<file path="config.mk">
export PLATFORM = sky130hd
export DESIGN_NAME = fcl1_act_streamer
export DESIGN_NICKNAME = d
export VERILOG_FILES = /design/src/rtl/fcl1_act_streamer.sv
export SDC_FILE = /design/constraint.sdc
export NUM_CORES = 1
export LEC_CHECK = 0
export BUFFER_PORTS_ARGS = -buffer_cell sky130_fd_sc_hd__buf_2
export CAP_MARGIN = 20
export CORE_UTILIZATION = 50
export CTS_CLUSTER_SIZE = 8
export DETAILED_ROUTE_END_ITERATION = 7
export PLACE_DENSITY_LB_ADDON = 0.05
export SYNTH_ARGS = -nofsm -noshare
export SYNTH_HDL_FRONTEND = slang
export SYNTH_SLANG_ARGS = --single-unit
export TNS_END_PERCENT = 20
</file>
<file path="constraint.sdc">
create_clock -name clk -period 6.3 [get_ports clk]
set_input_delay 0.63 -clock clk [delete_from_list [all_inputs] [get_ports clk]]
set_output_delay 0.63 -clock clk [all_outputs]
set_load 0.01 [all_outputs]
</file>
<file path="src/rtl/fcl1_act_streamer.sv">
// Captures a 4-row staged frame and streams its 28 signed activations, one per handshake.
// Optional build macro FCL1_RELU_EN clamps negative activations to zero at load time.
module fcl1_act_streamer #(
    parameter int unsigned DW   = 16,
    parameter int unsigned EPR  = 7,
    parameter int unsigned ROWS = 4
) (
    input  logic                clk,
    input  logic                rst,
    input  logic                in_valid,
    output logic                in_ready,
    input  logic [DW*EPR-1:0]   in_FCL1_1,
    input  logic [DW*EPR-1:0]   in_FCL1_2,
    input  logic [DW*EPR-1:0]   in_FCL1_3,
    input  logic [DW*EPR-1:0]   in_FCL1_4,
    output logic [DW-1:0]       act_data,
    output logic                act_valid,
    input  logic                act_ready,
    output logic [4:0]          act_idx,
    output logic                act_last,
    output logic                frame_done,
    output logic                busy
);

    localparam int unsigned FW = DW * EPR * ROWS;
    localparam int unsigned N  = EPR * ROWS;
    localparam logic [4:0] LastIdx = 5'(N - 1);

    typedef enum logic {StIdle, StStream} state_e;

    state_e          r_state, w_state_d;
    logic [FW-1:0]   r_buf, w_buf_d;
    logic [4:0]      r_idx, w_idx_d;
    logic [DW-1:0]   r_data, w_data_d;
    logic            r_done, w_done_d;
    logic [FW-1:0]   w_frame_in;

    // Row 1 sits in the top bits so element 0 is the most significant slice.
    assign w_frame_in = {in_FCL1_1, in_FCL1_2, in_FCL1_3, in_FCL1_4};

    function automatic logic [DW-1:0] elem(input logic [FW-1:0] f, input logic [4:0] k);
        return f[FW - DW * (32'(k) + 1) +: DW];
    endfunction

    function automatic logic [DW-1:0] clamp(input logic [DW-1:0] e);
`ifdef FCL1_RELU_EN
        return e[DW-1] ? '0 : e;
`else
        return e;
`endif
    endfunction

    always_comb begin
        w_state_d = r_state;
        w_buf_d   = r_buf;
        w_idx_d   = r_idx;
        w_data_d  = r_data;
        w_done_d  = 1'b0;
        case (r_state)
            StIdle: begin
                if (in_valid) begin
                    w_buf_d   = w_frame_in;
                    w_idx_d   = '0;
                    w_data_d  = clamp(elem(w_frame_in, 5'd0));
                    w_state_d = StStream;
                end
            end
            StStream: begin
                if (act_ready) begin
                    if (r_idx == LastIdx) begin
                        w_idx_d   = '0;
                        w_data_d  = '0;
                        w_done_d  = 1'b1;
                        w_state_d = StIdle;
                    end else begin
                        w_idx_d  = r_idx + 5'd1;
                        w_data_d = clamp(elem(r_buf, r_idx + 5'd1));
                    end
                end
            end
            default: w_state_d = StIdle;
        endcase
    end

    always_ff @(posedge clk) begin
        if (rst) begin
            r_state <= StIdle;
            r_buf   <= '0;
            r_idx   <= '0;
            r_data  <= '0;
            r_done  <= 1'b0;
        end else begin
            r_state <= w_state_d;
            r_buf   <= w_buf_d;
            r_idx   <= w_idx_d;
            r_data  <= w_data_d;
            r_done  <= w_done_d;
        end
    end

    assign in_ready   = (r_state == StIdle);
    assign act_valid  = (r_state == StStream);
    assign busy       = (r_state == StStream);
    assign act_last   = (r_state == StStream) && (r_idx == LastIdx);
    assign act_data   = r_data;
    assign act_idx    = r_idx;
    assign frame_done = r_done;

endmodule

</file>
==> implementation parameters, run 1 <==
Parameter                              Value

Floorplanning
  Die height ... around 200 um
  Area of the die ... between 40,000 and 50,000 um2
  Placeable core region ... roughly 40,000 um2
  Initial Utilization ... 0.508
  Number of cell rows ... between 70 and 80
  Die width ... 203 um
  Number of primary I/O pins ... 478

Timing
  Final slew viol count ... 0
  Share of the cycle needed by the critical path after routing ... 0.586
  Transition time at the pin with the least slew margin ... 1.06 ns
  Final TNS setup ... 0 ns
  Worst slack on hold paths ... 0.300 ns
  Fmax achieved ... 271 MHz
  Worst slew margin relative to its limit ... 0.292
  Final hold violation count ... 0
  Clock period minus worst slack ... roughly 3.7 ns
  Count of final setup violators ... 0
  Worst-case clock skew ... roughly 0.018 ns
  Setup repair after global routing missed its margin ... no
  Worst setup slack after layout ... around 2.6 ns

Final layout
  Fraction of final layout cells with drive strength greater than 1 ... 0.257
  Area delta synth->final ... 21.2%
  Final design utilization ... 0.615
  Multi-input gate area in the final layout ... 9960 um2
  Count of inserted antenna diode cells ... 0
  Final nets ... 3,242
  Storage cell area ... around 9400 um2
  Fillers ... 3,597

GRT
  Global route overflow ... 0
  Vias in the first global route ... 18,000
  Pin count of the biggest net entering global routing ... 214
  Global-route wire length before repair ... 104,000 um
  Antenna violations before repair ... 0
  Overall routing resource usage ... 0.334

Synthesis
  Number of flip-flops and latches in the synthesized netlist ... roughly 470
  Mapped Nets ... just under 3,000
  Syn. warnings ... 0
  Synthesized instance count ... 2,431
  Synth unique cells ... 38
  Combined area of all synthesized cells ... 20,200 um2
  Post-synthesis sequential area ratio ... 0.466
  Average size of a mapped cell ... 8.32 um2

Pwr
  Internal power ... roughly 5.5 mW
  Switching Share ... 0.254
  Part of the total power dissipated in combinational logic ... 0.111
  Pwr per Cell Area ... 298 nW/um2
  Register share of total power ... 0.449
  Worst IR drop on VDD ... ~0.2 mV
  Clock Power Share ... 0.439
  Overall power consumption ... 7.31 mW
  Switching power of the nets ... 1.85 mW
  Leakage power ... 9.85 nW

Hold path
  Sink of the worst hold path ... r_buf[173]
  Min-delay worst type ... in2reg
  Worst hold stages ... 3
  Worst hold path startpoint ... in_FCL1_3[61]

Drt
  Number of vias per cell after detailed routing ... 5.70
  Average wire per standard cell ... roughly 21 um
  DRT Wirelength ... between 60,000 and 70,000 um
  First-iteration detailed-routing DRC count ... 1,891
  Vias after detailed routing ... roughly 19,000
  Total DRC errors in the routed layout ... 0
  Number of search-and-repair iterations in the first detailed-routing pass ... 5
  Post-route ant nets ... 0

Clock network
  Number of buffers inserted during clock tree synthesis ... 68
  Total number of clock tree sinks ... 471
  CTS-repair resized insts ... 0
  Buffer cell driving the clock tree root ... sky130_fd_sc_hd__clkbuf_16
  Max Buffers Root-to-Sink ... 3
  H-tree depth ... 3
  Post-cts hold buffer count ... 0
  Number of setup buffers added after CTS ... 0
  CTS tree ... built
  Source-to-sink clock delay at the later pin of the worst-skew pair ... 0.57 ns
  Clock Pin Slew Worst Setup and Hold Paths ... 0.05 ns

Worst setup path
  Critical R2R Launch ... act_idx[0]
  Sort of element at the end of the critical path ... register
  Largest fanout on the critical path ... 33
  Launching element type of the critical path ... register
  Data arrival time at the worst-slack endpoint ... just over 4 ns
  Worst reg2reg path endpoint ... act_data[8]
  Crit Path Category ... reg2reg
  Required time worst endpoint ... 6.75 ns
  Setup slack of the worst register-to-register path ... 2.61 ns
  Worst R2R Path Depth ... 8

Placed design
  Buffers on Ports ... 477
  Post-placement setup slack ... 2.64 ns
  Placed wire-length estimate ... 51,000 um
  RD Place Congestion ... between 0.9 and 1

Flow run
  Max-capacitance violation count ... 0

Outcome
  Status ... finished, final reports clean
-- placed cells by master (no fill, tap or decap), types with 9 or more instances in the layout --
cell type                     n
sky130_fd_sc_hd__nand2_1    949
sky130_fd_sc_hd__buf_2      476
sky130_fd_sc_hd__a21oi_1    473
sky130_fd_sc_hd__dfxtp_1    470
sky130_fd_sc_hd__mux4_2     112
sky130_fd_sc_hd__nand3_1     83
sky130_fd_sc_hd__clkbuf_16   70
sky130_fd_sc_hd__nand4_1     32
sky130_fd_sc_hd__buf_4       18
sky130_fd_sc_hd__nand2b_1    17
sky130_fd_sc_hd__mux2_2      16
sky130_fd_sc_hd__a41o_1      16
sky130_fd_sc_hd__nor2_1       9
-- critical path, stage by stage, from the launching register on --
cell                       delay, ns
sky130_fd_sc_hd__dfxtp_4        0.63
sky130_fd_sc_hd__inv_1          0.15
sky130_fd_sc_hd__ha_4           0.65
sky130_fd_sc_hd__nand3b_1       0.16
sky130_fd_sc_hd__o211ai_2       0.18
sky130_fd_sc_hd__xor2_4         0.84
sky130_fd_sc_hd__mux2_2         0.37
sky130_fd_sc_hd__nand4_1        0.25
sky130_fd_sc_hd__a41o_1         0.30
-- metal layers --
metal,wire length (um),GRT usage,vias up
li1,-,-,8901
met1,28900,0.455,9009
met2,31600,0.510,885
met3,6460,0.0703,137
met4,2920,0.149,0
met5,0,0,-
-- layout make-up --
class	instances	share of cell area
flip-flops and latches	471	0.385
inverters	2	0.000306
well taps	525	0.0268
multi-input cells	1745	0.407
clock inverters	5	0.00209
repair buffers	500	0.107
clock buffers	72	0.0718
-- synthesized netlist by cell type, drive strengths merged --
cell type	count	area, um2
nand2	950	3570
a21oi	473	2370
dfxtp	471	9430
clkbuf	169	634
mux4	112	2520
nand3	83	415
buf	44	268
nand4	32	200
nand2b	17	106
a41o	16	160
mux2	16	180
nor2	9	33.8
o21ai	5	25.0
xnor2	4	42.6
xor2	4	53.8
nor3	3	15.0
a211oi	2	20.0
a21boi	2	15.0
ha	2	25.0
inv	2	7.51
nand4b	2	17.5
nor2b	2	12.5
or3	2	12.5
a21o	1	7.51
a31oi	1	21.3
and2	1	6.26
and4b	1	10.0
nand3b	1	7.51
nor4	1	12.5
o211ai	1	12.5
o21bai	1	7.51
or3b	1	8.76
-- stage by stage --
step | instance area [um2] | std cells
floorplan | 20200 | 2431
CTS | 24500 | 3320
global placement | 22700 | 3243
detailed placement | 22700 | 3243
global route | 24500 | 3320
finish | 24500 | 3320
-- registers in the layout, summed over array words and instances (netlist names) --
| name | flops |
|---|---|
| act_valid | 1 |
| r_buf | 448 |
| act_data | 16 |
| act_idx | 5 |
| frame_done | 1 |
-- cell families after synthesis --
group | Yosys count | synth area share
simple gates | 1105 | 0.219
compound gates | 502 | 0.130
flops | 471 | 0.466
buf+inv | 215 | 0.0450
mux | 128 | 0.134
xor+xnor | 8 | 0.00476
fa+ha+maj | 2 | 0.00124
-- power by group through the flow --
stage          logic, mW  registers, mW  clock network [mW]
4_1_cts            0.811           3.28                3.25
3_3_place_gp       0.794           3.33                   0
3_5_place_dp       0.806           3.33                   0
2_1_floorplan      0.503           3.27                   0
6_report           0.814           3.28                3.21
5_1_grt            0.890           3.29                3.37
-- how the worst max path moves through the flow --
stage	startpoint	to	slack [ns]	cells past startpoint
after floorplan	act_idx[0]	act_data[10]	3.03	15
after global placement	act_idx[0]	act_data[8]	2.69	8
after detailed placement	act_idx[0]	act_data[8]	2.64	8
after CTS	act_idx[0]	act_data[8]	2.60	8
after global routing	act_idx[0]	act_data[8]	2.38	7
final	act_idx[0]	act_data[8]	2.61	8
Power figures use the tool's default switching activity.
==> run 2: changes to the inputs <==
--- a/config.mk
+++ b/config.mk
@@ -7,7 +7,7 @@
 export LEC_CHECK = 0
 export BUFFER_PORTS_ARGS = -buffer_cell sky130_fd_sc_hd__buf_2
 export CAP_MARGIN = 20
-export CORE_UTILIZATION = 50
+export CORE_UTILIZATION = 49
 export CTS_CLUSTER_SIZE = 8
 export DETAILED_ROUTE_END_ITERATION = 7
 export PLACE_DENSITY_LB_ADDON = 0.05
==> constraint.sdc (replaced) <==
create_clock -name clk -period 3.3 [get_ports clk]
set_input_delay 0.33 -clock clk [delete_from_list [all_inputs] [get_ports clk]]
set_output_delay 0.33 -clock clk [all_outputs]
set_load 0.01 [all_outputs]
==> implementation parameters, run 2 (synthesis gave the netlist of run 1 again) <==
Parameter                              Value

Drt
  First-iteration detailed-routing DRC count ... between 2,000 and 2,500
  DRT Wirelength ... 72,300 um
  Average wire per standard cell ... 20.7 um
  Post-route ant nets ... 0
  Number of vias per cell after detailed routing ... 5.63
  Number of search-and-repair iterations in the first detailed-routing pass ... 8
  Total DRC errors in the routed layout ... 0
  Vias after detailed routing ... 19,600

Timing
  Fmax achieved ... 329 MHz
  Final TNS setup ... 0 ns
  Transition time at the pin with the least slew margin ... 1.12 ns
  Worst slew margin relative to its limit ... 0.252
  Count of final setup violators ... 0
  Final hold violation count ... 0
  Worst-case clock skew ... 0.0289 ns
  Setup repair after global routing missed its margin ... no
  Clock period minus worst slack ... 3.04 ns
  Final slew viol count ... 0
  Worst slack on hold paths ... 0.0144 ns
  Share of the cycle needed by the critical path after routing ... 0.921

Clock network
  Number of setup buffers added after CTS ... 0
  Buffer cell driving the clock tree root ... sky130_fd_sc_hd__clkbuf_16
  Source-to-sink clock delay at the later pin of the worst-skew pair ... ~0.58 ns
  Clock Pin Slew Worst Setup and Hold Paths ... ~0.050 ns
  Total number of clock tree sinks ... 471
  H-tree depth ... 3
  Number of buffers inserted during clock tree synthesis ... 68
  CTS tree ... built
  Max Buffers Root-to-Sink ... 3

Worst setup path
  Launching element type of the critical path ... register
  Data arrival time at the worst-slack endpoint ... about 3.5 ns
  Sort of element at the end of the critical path ... register
  Worst R2R Path Depth ... 8
  Required time worst endpoint ... between 3 and 4 ns
  Setup slack of the worst register-to-register path ... between 0.2 and 0.3 ns
  Largest fanout on the critical path ... 11
  Critical R2R Launch ... act_idx[1]
  Crit Path Category ... reg2reg
  Worst reg2reg path endpoint ... act_data[4]

Floorplanning
  Die height ... 205 um
  Number of cell rows ... 74
  Initial Utilization ... 0.496
  Die width ... ~210 um
  Number of primary I/O pins ... 478
  Area of the die ... between 40,000 and 50,000 um2
  Placeable core region ... 40,700 um2

Placed design
  Placed wire-length estimate ... 51,000 um
  Buffers on Ports ... 477
  RD Place Congestion ... 0.904
  Placed Cells incl. Taps ... 3,257

GRT
  Global-route wire length before repair ... roughly 110,000 um
  Antenna violations before repair ... 2
  Pin count of the biggest net entering global routing ... roughly 220
  Vias in the first global route ... about 19,000
  Global route overflow ... 0
  Overall routing resource usage ... 0.338

Pwr
  Worst IR drop on VDD ... about 0.34 mV
  Overall power consumption ... between 10 and 15 mW
  Pwr per Cell Area ... 539 nW/um2
  Leakage power ... 10.6 nW

Hold path
  Worst hold path startpoint ... in_FCL1_3[82]
  Worst hold stages ... 3
  Sink of the worst hold path ... r_buf[194]
  Min-delay worst type ... in2reg

Final layout
  Commonest non-fill, non-tap cell in the layout ... sky130_fd_sc_hd__nand2_1
  Final nets ... between 3,000 and 4,000
  Fraction of final layout cells with drive strength greater than 1 ... 0.245
  Most flops, register ... r_buf
  Area delta synth->final ... 30.0%
  Flip-flop count of the largest register, all copies and words added ... 448
  Final design utilization ... 0.645
  Commonest cells after routing, fill and taps aside ... sky130_fd_sc_hd__nand2_1, sky130_fd_sc_hd__buf_2, sky130_fd_sc_hd__a21oi_1, sky130_fd_sc_hd__dfxtp_1, sky130_fd_sc_hd__dlygate4sd3_1
  Final std cells w/o fill ... 3,493

Flow run
  Max-capacitance violation count ... 0

Outcome
  Status ... finished, final reports clean
## run 2: metal layers
layer	share of wire	GRT usage	wire length [um]
met4	0.034	0.129	2480
met3	0.073	0.0573	5290
met2	0.45	0.520	32700
met5	0	0	0
met1	0.44	0.476	31800
## run 2: worst max path at each step
stage	from	endpoint	slack [ns]	cells after the start
floorplan	act_idx[0]	act_data[10]	0.03	15
global placement	act_idx[1]	act_data[4]	0.39	8
detailed placement	act_idx[1]	act_data[4]	0.32	8
CTS	act_idx[1]	act_data[4]	0.29	8
global route	act_idx[1]	act_data[4]	0.15	8
finish	act_idx[1]	act_data[4]	0.26	8
## run 2: metrics by stage
step | instance area, um2 | setup WS (ns)
6_report | 26300 | 0.261
5_1_grt | 26300 | 0.152
4_1_cts | 26300 | 0.285
3_5_place_dp | 22900 | 0.318
3_3_place_gp | 22900 | 0.385
2_1_floorplan | 20200 | 0.0259
## run 2: layout make-up
type | count | area, um2
Clock inverter | 5 | 51.3
Tap cell | 532 | 666
Sequential cell | 471 | 9430
Fill cell | 3545 | 14500
Clock buffer | 72 | 1760
Inverter | 2 | 7.51
Antenna cell | 2 | 5.00
Timing Repair Buffer | 664 | 4390
Multi-Input combinational cell | 1745 | 9970
## run 2: what timing repair did
| item | 4_1_cts | 5_1_grt |
|---|---|---|
| hold buffers | 157 | 0 |
| resized for setup | 0 | 0 |
| hold endpoints to repair | 157 | 0 |
## run 2: critical path: stages (launching register included)
cell                       delay (ns)
sky130_fd_sc_hd__dfxtp_1         0.57
sky130_fd_sc_hd__ha_1            0.59
sky130_fd_sc_hd__and4b_1         0.27
sky130_fd_sc_hd__a211oi_2        0.27
sky130_fd_sc_hd__a31oi_4         0.10
sky130_fd_sc_hd__xnor2_2         0.39
sky130_fd_sc_hd__buf_4           0.27
sky130_fd_sc_hd__nand4_1         0.17
sky130_fd_sc_hd__a41o_1          0.28
## run 2: report_power, final
group	switching, mW	internal, mW	total, mW	leakage, nW
clock network	2.42	3.73	6.15	0.890
logic	0.949	0.798	1.75	5.83
registers	0.234	6.03	6.26	3.87
total	3.60	10.6	14.2	10.6
